==> src/rtl/bus_switch_pkg.sv <==
// bus_switch_pkg: shared types and defaults for the N-slave bus switch.
// FSM state encoding, error-cause encoding, default widths and slave limits.
package bus_switch_pkg;

    localparam int MAX_SLAVES   = 8;
    localparam int DEF_ADDR_W   = 32;
    localparam int DEF_DATA_W   = 32;
    localparam int DEF_SEL_W    = DEF_DATA_W / 8;
    localparam int DEF_TMO_CYC  = 255;
    localparam int TMO_CNT_W    = 16;

    // Transfer FSM states
    typedef enum logic [1:0] {
        IDLE     = 2'd0,
        ACCESS   = 2'd1,
        RESP_OK  = 2'd2,
        RESP_ERR = 2'd3
    } state_e;

    // Why a transfer ended in RESP_ERR
    typedef enum logic [1:0] {
        CAUSE_NONE = 2'd0,
        CAUSE_ADDR = 2'd1,
        CAUSE_TMO  = 2'd2
    } err_cause_e;

endpackage

==> src/rtl/bus_addr_decode.sv <==
// bus_addr_decode: combinational base/mask address decoder.
// Slave i matches when (adr & mask_i) == base_i; among several matches the
// lowest index wins, so the hit vector is always one-hot or zero.
module bus_addr_decode
    import bus_switch_pkg::*;
#(
    parameter int N_SLAVES = 4,
    parameter int ADDR_W   = DEF_ADDR_W
) (
    input  logic [ADDR_W-1:0]          i_adr,
    input  logic [N_SLAVES*ADDR_W-1:0] i_base_addrs,
    input  logic [N_SLAVES*ADDR_W-1:0] i_addr_masks,
    output logic [N_SLAVES-1:0]        o_hit,
    output logic                       o_miss
);

    logic w_found;

    // Priority match: first slave whose masked address equals its base
    always_comb begin
        o_hit   = '0;
        w_found = 1'b0;
        for (int i = 0; i < N_SLAVES; i++) begin
            if (!w_found &&
                ((i_adr & i_addr_masks[i*ADDR_W +: ADDR_W]) ==
                 i_base_addrs[i*ADDR_W +: ADDR_W])) begin
                o_hit[i] = 1'b1;
                w_found  = 1'b1;
            end
        end
        o_miss = !w_found;
    end

endmodule

==> src/rtl/bus_switch_n.sv <==
// bus_switch_n: registered bus switch, one master to N_SLAVES slaves.
// Each transfer: IDLE (latch + decode) -> ACCESS (drive one slave) ->
// RESP_OK / RESP_ERR (one-cycle ack or err pulse) -> IDLE.
// Optional feature macro: BUS_SWITCH_TIMEOUT_EN enables the ACCESS timeout
// counter and tmo_err_o; without it ACCESS waits for an ack indefinitely.
//
// Handshake: the master raises master_stb_i with a stable request and holds
// it until it sees master_ack_o or master_err_o, then drops it the next
// cycle; a strobe still high while IDLE starts a new transfer. Toward the
// slave, cyc/stb stay high on the selected port until that port acks.
module bus_switch_n
    import bus_switch_pkg::*;
#(
    parameter int                          N_SLAVES    = 4,
    parameter int                          ADDR_W      = DEF_ADDR_W,
    parameter int                          DATA_W      = DEF_DATA_W,
    parameter logic [N_SLAVES*ADDR_W-1:0]  BASE_ADDRS  = '0,
    parameter logic [N_SLAVES*ADDR_W-1:0]  ADDR_MASKS  = '0,
    parameter int                          TIMEOUT_CYC = DEF_TMO_CYC,
    localparam int                         SEL_W       = DATA_W / 8
) (
    input  logic                       clk_i,
    input  logic                       rst_n_i,
    input  logic                       master_stb_i,
    input  logic                       master_we_i,
    input  logic [ADDR_W-1:0]          master_adr_i,
    input  logic [DATA_W-1:0]          master_dat_i,
    input  logic [SEL_W-1:0]           master_sel_i,
    output logic [DATA_W-1:0]          master_dat_o,
    output logic                       master_ack_o,
    output logic                       master_err_o,
    output logic                       adr_err_o,
    output logic                       tmo_err_o,
    output logic [N_SLAVES-1:0]        slave_cyc_o,
    output logic [N_SLAVES-1:0]        slave_stb_o,
    output logic                       slave_we_o,
    output logic [ADDR_W-1:0]          slave_adr_o,
    output logic [DATA_W-1:0]          slave_dat_o,
    output logic [SEL_W-1:0]           slave_sel_o,
    input  logic [N_SLAVES*DATA_W-1:0] slave_dat_i,
    input  logic [N_SLAVES-1:0]        slave_ack_i,
    output state_e                     dbg_state_o
);

    state_e               r_state;
    state_e               w_next;
    logic                 r_we;
    logic [ADDR_W-1:0]    r_adr;
    logic [DATA_W-1:0]    r_wdat;
    logic [SEL_W-1:0]     r_sel;
    logic [N_SLAVES-1:0]  r_hit;
    err_cause_e           r_cause;
    logic [DATA_W-1:0]    r_rdat;

    logic [N_SLAVES-1:0]  w_hit;
    logic                 w_miss;
    logic                 w_sel_ack;
    logic [DATA_W-1:0]    w_sel_dat;
    logic                 w_tmo_hit;
    logic                 w_accept;

    bus_addr_decode #(
        .N_SLAVES (N_SLAVES),
        .ADDR_W   (ADDR_W)
    ) u_decode (
        .i_adr        (master_adr_i),
        .i_base_addrs (BASE_ADDRS),
        .i_addr_masks (ADDR_MASKS),
        .o_hit        (w_hit),
        .o_miss       (w_miss)
    );

    assign w_accept  = (r_state == IDLE) && master_stb_i;
    // Only the selected slave's ack counts; others are ignored
    assign w_sel_ack = (r_state == ACCESS) && |(slave_ack_i & r_hit);

    // Read-data mux driven by the latched one-hot select
    always_comb begin
        w_sel_dat = '0;
        for (int i = 0; i < N_SLAVES; i++) begin
            if (r_hit[i]) begin
                w_sel_dat = w_sel_dat | slave_dat_i[i*DATA_W +: DATA_W];
            end
        end
    end

`ifdef BUS_SWITCH_TIMEOUT_EN
    localparam logic [TMO_CNT_W-1:0] TMO_LAST = TMO_CNT_W'(TIMEOUT_CYC - 1);

    logic [TMO_CNT_W-1:0] r_tmo_cnt;

    // Counts ACCESS cycles; held at zero everywhere else so it is clear on entry
    always_ff @(posedge clk_i or negedge rst_n_i) begin
        if (!rst_n_i) begin
            r_tmo_cnt <= '0;
        end else if (r_state == ACCESS) begin
            r_tmo_cnt <= r_tmo_cnt + 1'b1;
        end else begin
            r_tmo_cnt <= '0;
        end
    end

    assign w_tmo_hit = (r_state == ACCESS) && (r_tmo_cnt == TMO_LAST);
`else
    assign w_tmo_hit = 1'b0;
`endif

    // State register
    always_ff @(posedge clk_i or negedge rst_n_i) begin
        if (!rst_n_i) begin
            r_state <= IDLE;
        end else begin
            r_state <= w_next;
        end
    end

    // Next-state logic; an ack in the terminal-count cycle beats the timeout
    always_comb begin
        w_next = r_state;
        case (r_state)
            IDLE: begin
                if (master_stb_i) begin
                    w_next = w_miss ? RESP_ERR : ACCESS;
                end
            end
            ACCESS: begin
                if (w_sel_ack) begin
                    w_next = RESP_OK;
                end else if (w_tmo_hit) begin
                    w_next = RESP_ERR;
                end
            end
            RESP_OK:  w_next = IDLE;
            RESP_ERR: w_next = IDLE;
            default:  w_next = IDLE;
        endcase
    end

    // Request latch, select vector and error cause, captured in IDLE
    always_ff @(posedge clk_i or negedge rst_n_i) begin
        if (!rst_n_i) begin
            r_we    <= 1'b0;
            r_adr   <= '0;
            r_wdat  <= '0;
            r_sel   <= '0;
            r_hit   <= '0;
            r_cause <= CAUSE_NONE;
        end else if (w_accept) begin
            r_we    <= master_we_i;
            r_adr   <= master_adr_i;
            r_wdat  <= master_dat_i;
            r_sel   <= master_sel_i;
            r_hit   <= w_hit;
            r_cause <= w_miss ? CAUSE_ADDR : CAUSE_NONE;
        end else if (!w_sel_ack && w_tmo_hit) begin
            r_cause <= CAUSE_TMO;
        end
    end

    // Read data captured on the selected ack; zero in every other cycle
    always_ff @(posedge clk_i or negedge rst_n_i) begin
        if (!rst_n_i) begin
            r_rdat <= '0;
        end else if (w_sel_ack) begin
            r_rdat <= w_sel_dat;
        end else begin
            r_rdat <= '0;
        end
    end

    assign master_dat_o = r_rdat;
    assign master_ack_o = (r_state == RESP_OK);
    assign master_err_o = (r_state == RESP_ERR);
    assign adr_err_o    = (r_state == RESP_ERR) && (r_cause == CAUSE_ADDR);
`ifdef BUS_SWITCH_TIMEOUT_EN
    assign tmo_err_o    = (r_state == RESP_ERR) && (r_cause == CAUSE_TMO);
`else
    assign tmo_err_o    = 1'b0;
`endif

    // Slave strobes come straight from state so reset drops them at once
    assign slave_cyc_o  = (r_state == ACCESS) ? r_hit : '0;
    assign slave_stb_o  = (r_state == ACCESS) ? r_hit : '0;
    assign slave_we_o   = r_we;
    assign slave_adr_o  = r_adr;
    assign slave_dat_o  = r_wdat;
    assign slave_sel_o  = r_sel;
    assign dbg_state_o  = r_state;

endmodule
==> config.mk <==
export PLATFORM = sky130hd
export DESIGN_NAME = bus_switch_n
export DESIGN_NICKNAME = d
export VERILOG_FILES = /design/src/rtl/bus_switch_pkg.sv /design/src/rtl/bus_addr_decode.sv /design/src/rtl/bus_switch_n.sv
export SDC_FILE = /design/constraint.sdc
export NUM_CORES = 1
export LEC_CHECK = 0
export ABC_AREA = 1
export CAP_MARGIN = 40
export CORE_AREA = 2 2 123 125
export DETAILED_ROUTE_END_ITERATION = 6
export DIE_AREA = 0 0 125 127
export PLACE_DENSITY = 0.69
export SLEW_MARGIN = 10
export SYNTH_ARGS = -nofsm -noshare
export SYNTH_HDL_FRONTEND = slang
export SYNTH_SLANG_ARGS = --single-unit
export TNS_END_PERCENT = 10
==> constraint.sdc <==
create_clock -name clk_i -period 2.44 [get_ports clk_i]
set_clock_uncertainty 0.1 [all_clocks]
set_input_delay 0.61 -clock clk_i [delete_from_list [all_inputs] [get_ports clk_i]]
set_output_delay 0.61 -clock clk_i [all_outputs]
set_load 0.1 [all_outputs]
==> impl_metrics.csv <==
group,metric,value,unit
place,postPlaceCellArea,6000,sq um
route,vias,3489,
sta,worst_pin_slew,570,ps
finish,final_cell_area,6320,sq um
sta,worst_slew_margin_rel,62.0,%
setup_path,cp.required,1730,ps
sta,setup_viol,0,
power_and_ir_drop,power.internal,4340,uW
setup_path,rrSetupSlack,880,ps
place,gp_congestion,0.817,
worst_hold_path,hold_class,"in -> async",
route,drt_pass1_iterations,4,
clocking,cts_sinks,104,
setup_path,slowest_stage,"dfrtp_2",
sta,min_period,2140,ps
route,drtIter0Drc,132,
floorplan,core_area,14400,sq um
sta,clock.fmax,468,MHz
setup_path,cp.arrival,1430,ps
finish,drive_gt1_share,21.7,%
route,wl_per_cell,13.5,um
setup_path,startpoint,"dbg_state_o[1]",
sta,rsz0062_at_grt,"false",
job,max_cap_viol_count,0,
place,dp_hpwl,8.07,mm
finish,num_antenna_cells,0,
clocking,cts-resized-gates,0,
floorplan,fp-row-count,44,
setup_path,worstSetupEndpointType,"output pin",
yosys,postSynthAreaPerCell,9.34,sq um
run_status,status,"completed",
power_and_ir_drop,swShare,57.7,%
setup_path,crit_type,"reg -> out",
global_route,grt_max_degree,105,
setup_path,r2r-start,"dbg_state_o[0]",
floorplan,die_h,127,um
route,drt_wl_total,11.0,mm
power_and_ir_drop,switching_power,5920,uW
route,vias_per_cell,4.28,
floorplan,die_x,125,um
floorplan,initial_utilization,27.5,%
clocking,cts.clk_slew.worst_paths,70,ps
sta,fin_crit_sh,87.7,%
setup_path,worstSetupStartpointType,"register",
clocking,cts_tree,"done",
setup_path,worstReg2RegEnd,"slave_dat_o[11]",
power_and_ir_drop,power_frac_clock,15.1,%
global_route,grt_util_met3,5.28,%
yosys,synth_cells,425,
clocking,cts_made_buffers,9,
sta,slew_violations,0,
yosys,syn_area,3970,sq um
power_and_ir_drop,vdd_drop_max,0.000731,V
route,drc,0,
global_route,gr-total-overflow,0,
route,ant_nets,0,
setup_path,crit_end,"slave_stb_o[0]",
global_route,antenna_found_initial,0,
global_route,use_met1,18.4,%
yosys,ys_seq_area_share,65.5,%
clocking,postCtsSetupBuffers,0,
global_route,grt_pass1_vias,3553,
clocking,cts_root_buf,"clkbuf_16",
setup_path,crit_chain,"inv_1 -> nand2_1 -> nor2_4 -> buf_12",
global_route,met2_usage,21.8,%
setup_path,crit_fanout,4,
finish,fillers,1414,
place,port_buffers,211,
global_route,grt_first_pass_wirelength,18.1,mm
clocking,h-tree-depth,3,
setup_path,worstRegToRegCells,4,
finish,area_delta_synth_final,59.1,%
global_route,grtUsageTotal,14.2,%
setup_path,slowest_delay,450,ps
global_route,top_usage_layer,"met2",
floorplan,ios,319,
sta,finalSetupTns,0,ps
yosys,ys_warn_count,0,
sta,hold_viol,0,
power_and_ir_drop,p_leak,0.00339,uW
finish,nets,832,
yosys,ys_ff_latch,104,
power_and_ir_drop,comb_power_share,59.9,%
clocking,clk_latency,340,ps
clocking,cts_hold_buf,0,
yosys,ys_types,12,
floorplan,dieArea,15900,sq um
power_and_ir_drop,p_per_area,1620,nW/um^2
clocking,clock_path_buffers,2,
power_and_ir_drop,seqPwrFrac,24.9,%
power_and_ir_drop,total_power,10300,uW
==> metrics by stage <==
step / utilization [%] / setup slack (ps) / hold WS, ps / cells
floorplan: - / 0.900 / 214 / 432
global placement: 41.6 / 616 / 356 / 801
detailed placement: 41.6 / 588 / 362 / 801
CTS: 43.8 / 256 / 246 / 816
global route: 43.8 / 218 / 270 / 816
finish: 43.8 / 301 / 203 / 816
==> cell type report <==
type,instances,area [sq um],area share (%)
inverters,36,135,2.14
well taps,184,230,3.64
repair buffers,219,1950,30.8
clock inverters,3,65.1,1.03
flip-flops and latches,104,2610,41.3
multi-input cells,258,1080,17.1
clock buffers,12,256,4.06
==> power groups by stage <==
| stage | clock network (uW) | registers [uW] | logic, uW |
|---|---|---|---|
| after CTS | 1600 | 2560 | 6190 |
| after global routing | 1660 | 2640 | 6370 |
| final | 1550 | 2560 | 6150 |
| after detailed placement | 0 | 2590 | 6190 |
| after global placement | 0 | 2570 | 6160 |
| after floorplan | 0 | 6460 | 872 |
==> routing by layer <==
| layer | vias to the layer above | share of wire, % | wire length, um |
|---|---|---|---|
| met5 | - | 0 | 0 |
| met4 | 0 | 1.7 | 188 |
| met3 | 11 | 9.4 | 1040 |
| met2 | 161 | 44 | 4830 |
| met1 | 1632 | 45 | 4980 |
| li1 | 1685 | - | - |
==> worst min-delay path by stage <==
stage	from	slack (ps)	depth (start not counted)	endpoint
finish	rst_n_i	200	2	slave_dat_o[8]
global placement	slave_dat_o[13]	360	2	slave_dat_o[13]
global route	rst_n_i	270	2	slave_dat_o[11]
CTS	rst_n_i	250	2	slave_dat_o[8]
floorplan	rst_n_i	210	0	dbg_state_o[1]
detailed placement	slave_dat_o[16]	360	2	slave_dat_o[16]
==> synth_stat cells, drive strengths merged <==
library cell,n,area [sq um]
nand2,144,543
dfrtp,104,2600
nand3,70,350
inv,36,135
nor2,35,139
buf,29,173
clkbuf,5,18.8
conb,1,3.75
nand4,1,6.26
==> cells by family after synthesis <==
kind of cell	Yosys count	synth area share [%]
other cells	1	0.0944
buf+inv	70	8.22
simple gates	250	26.2
flops	104	65.5
==> placed cells by master (no fill, tap or decap), types with 2 or more instances in the layout <==
cell               n
buf_12             4
buf_4            112
bufinv_16          2
clkbuf_16          9
clkbuf_8           2
clkdlybuf4s50_1  102
conb_1             8
dfrtp_1          102
inv_1             36
nand2_1          143
nand3_1           70
nor2_1            32
nor2_4             2
==> state kept, by name (all words and copies together), names as in the netlist <==
register,flops
r_hit,1
slave_dat_o,32
slave_sel_o,4
slave_we_o,1
slave_adr_o,32
dbg_state_o,2
master_dat_o,32
==> worst max-delay path, delay by kind of cell, from the launching register on <==
kind                   cells  cell delay (ps)
DFF                        1              450
and+or+nand+nor            2              300
buffers and inverters      2              330
Power figures use the tool's default switching activity.
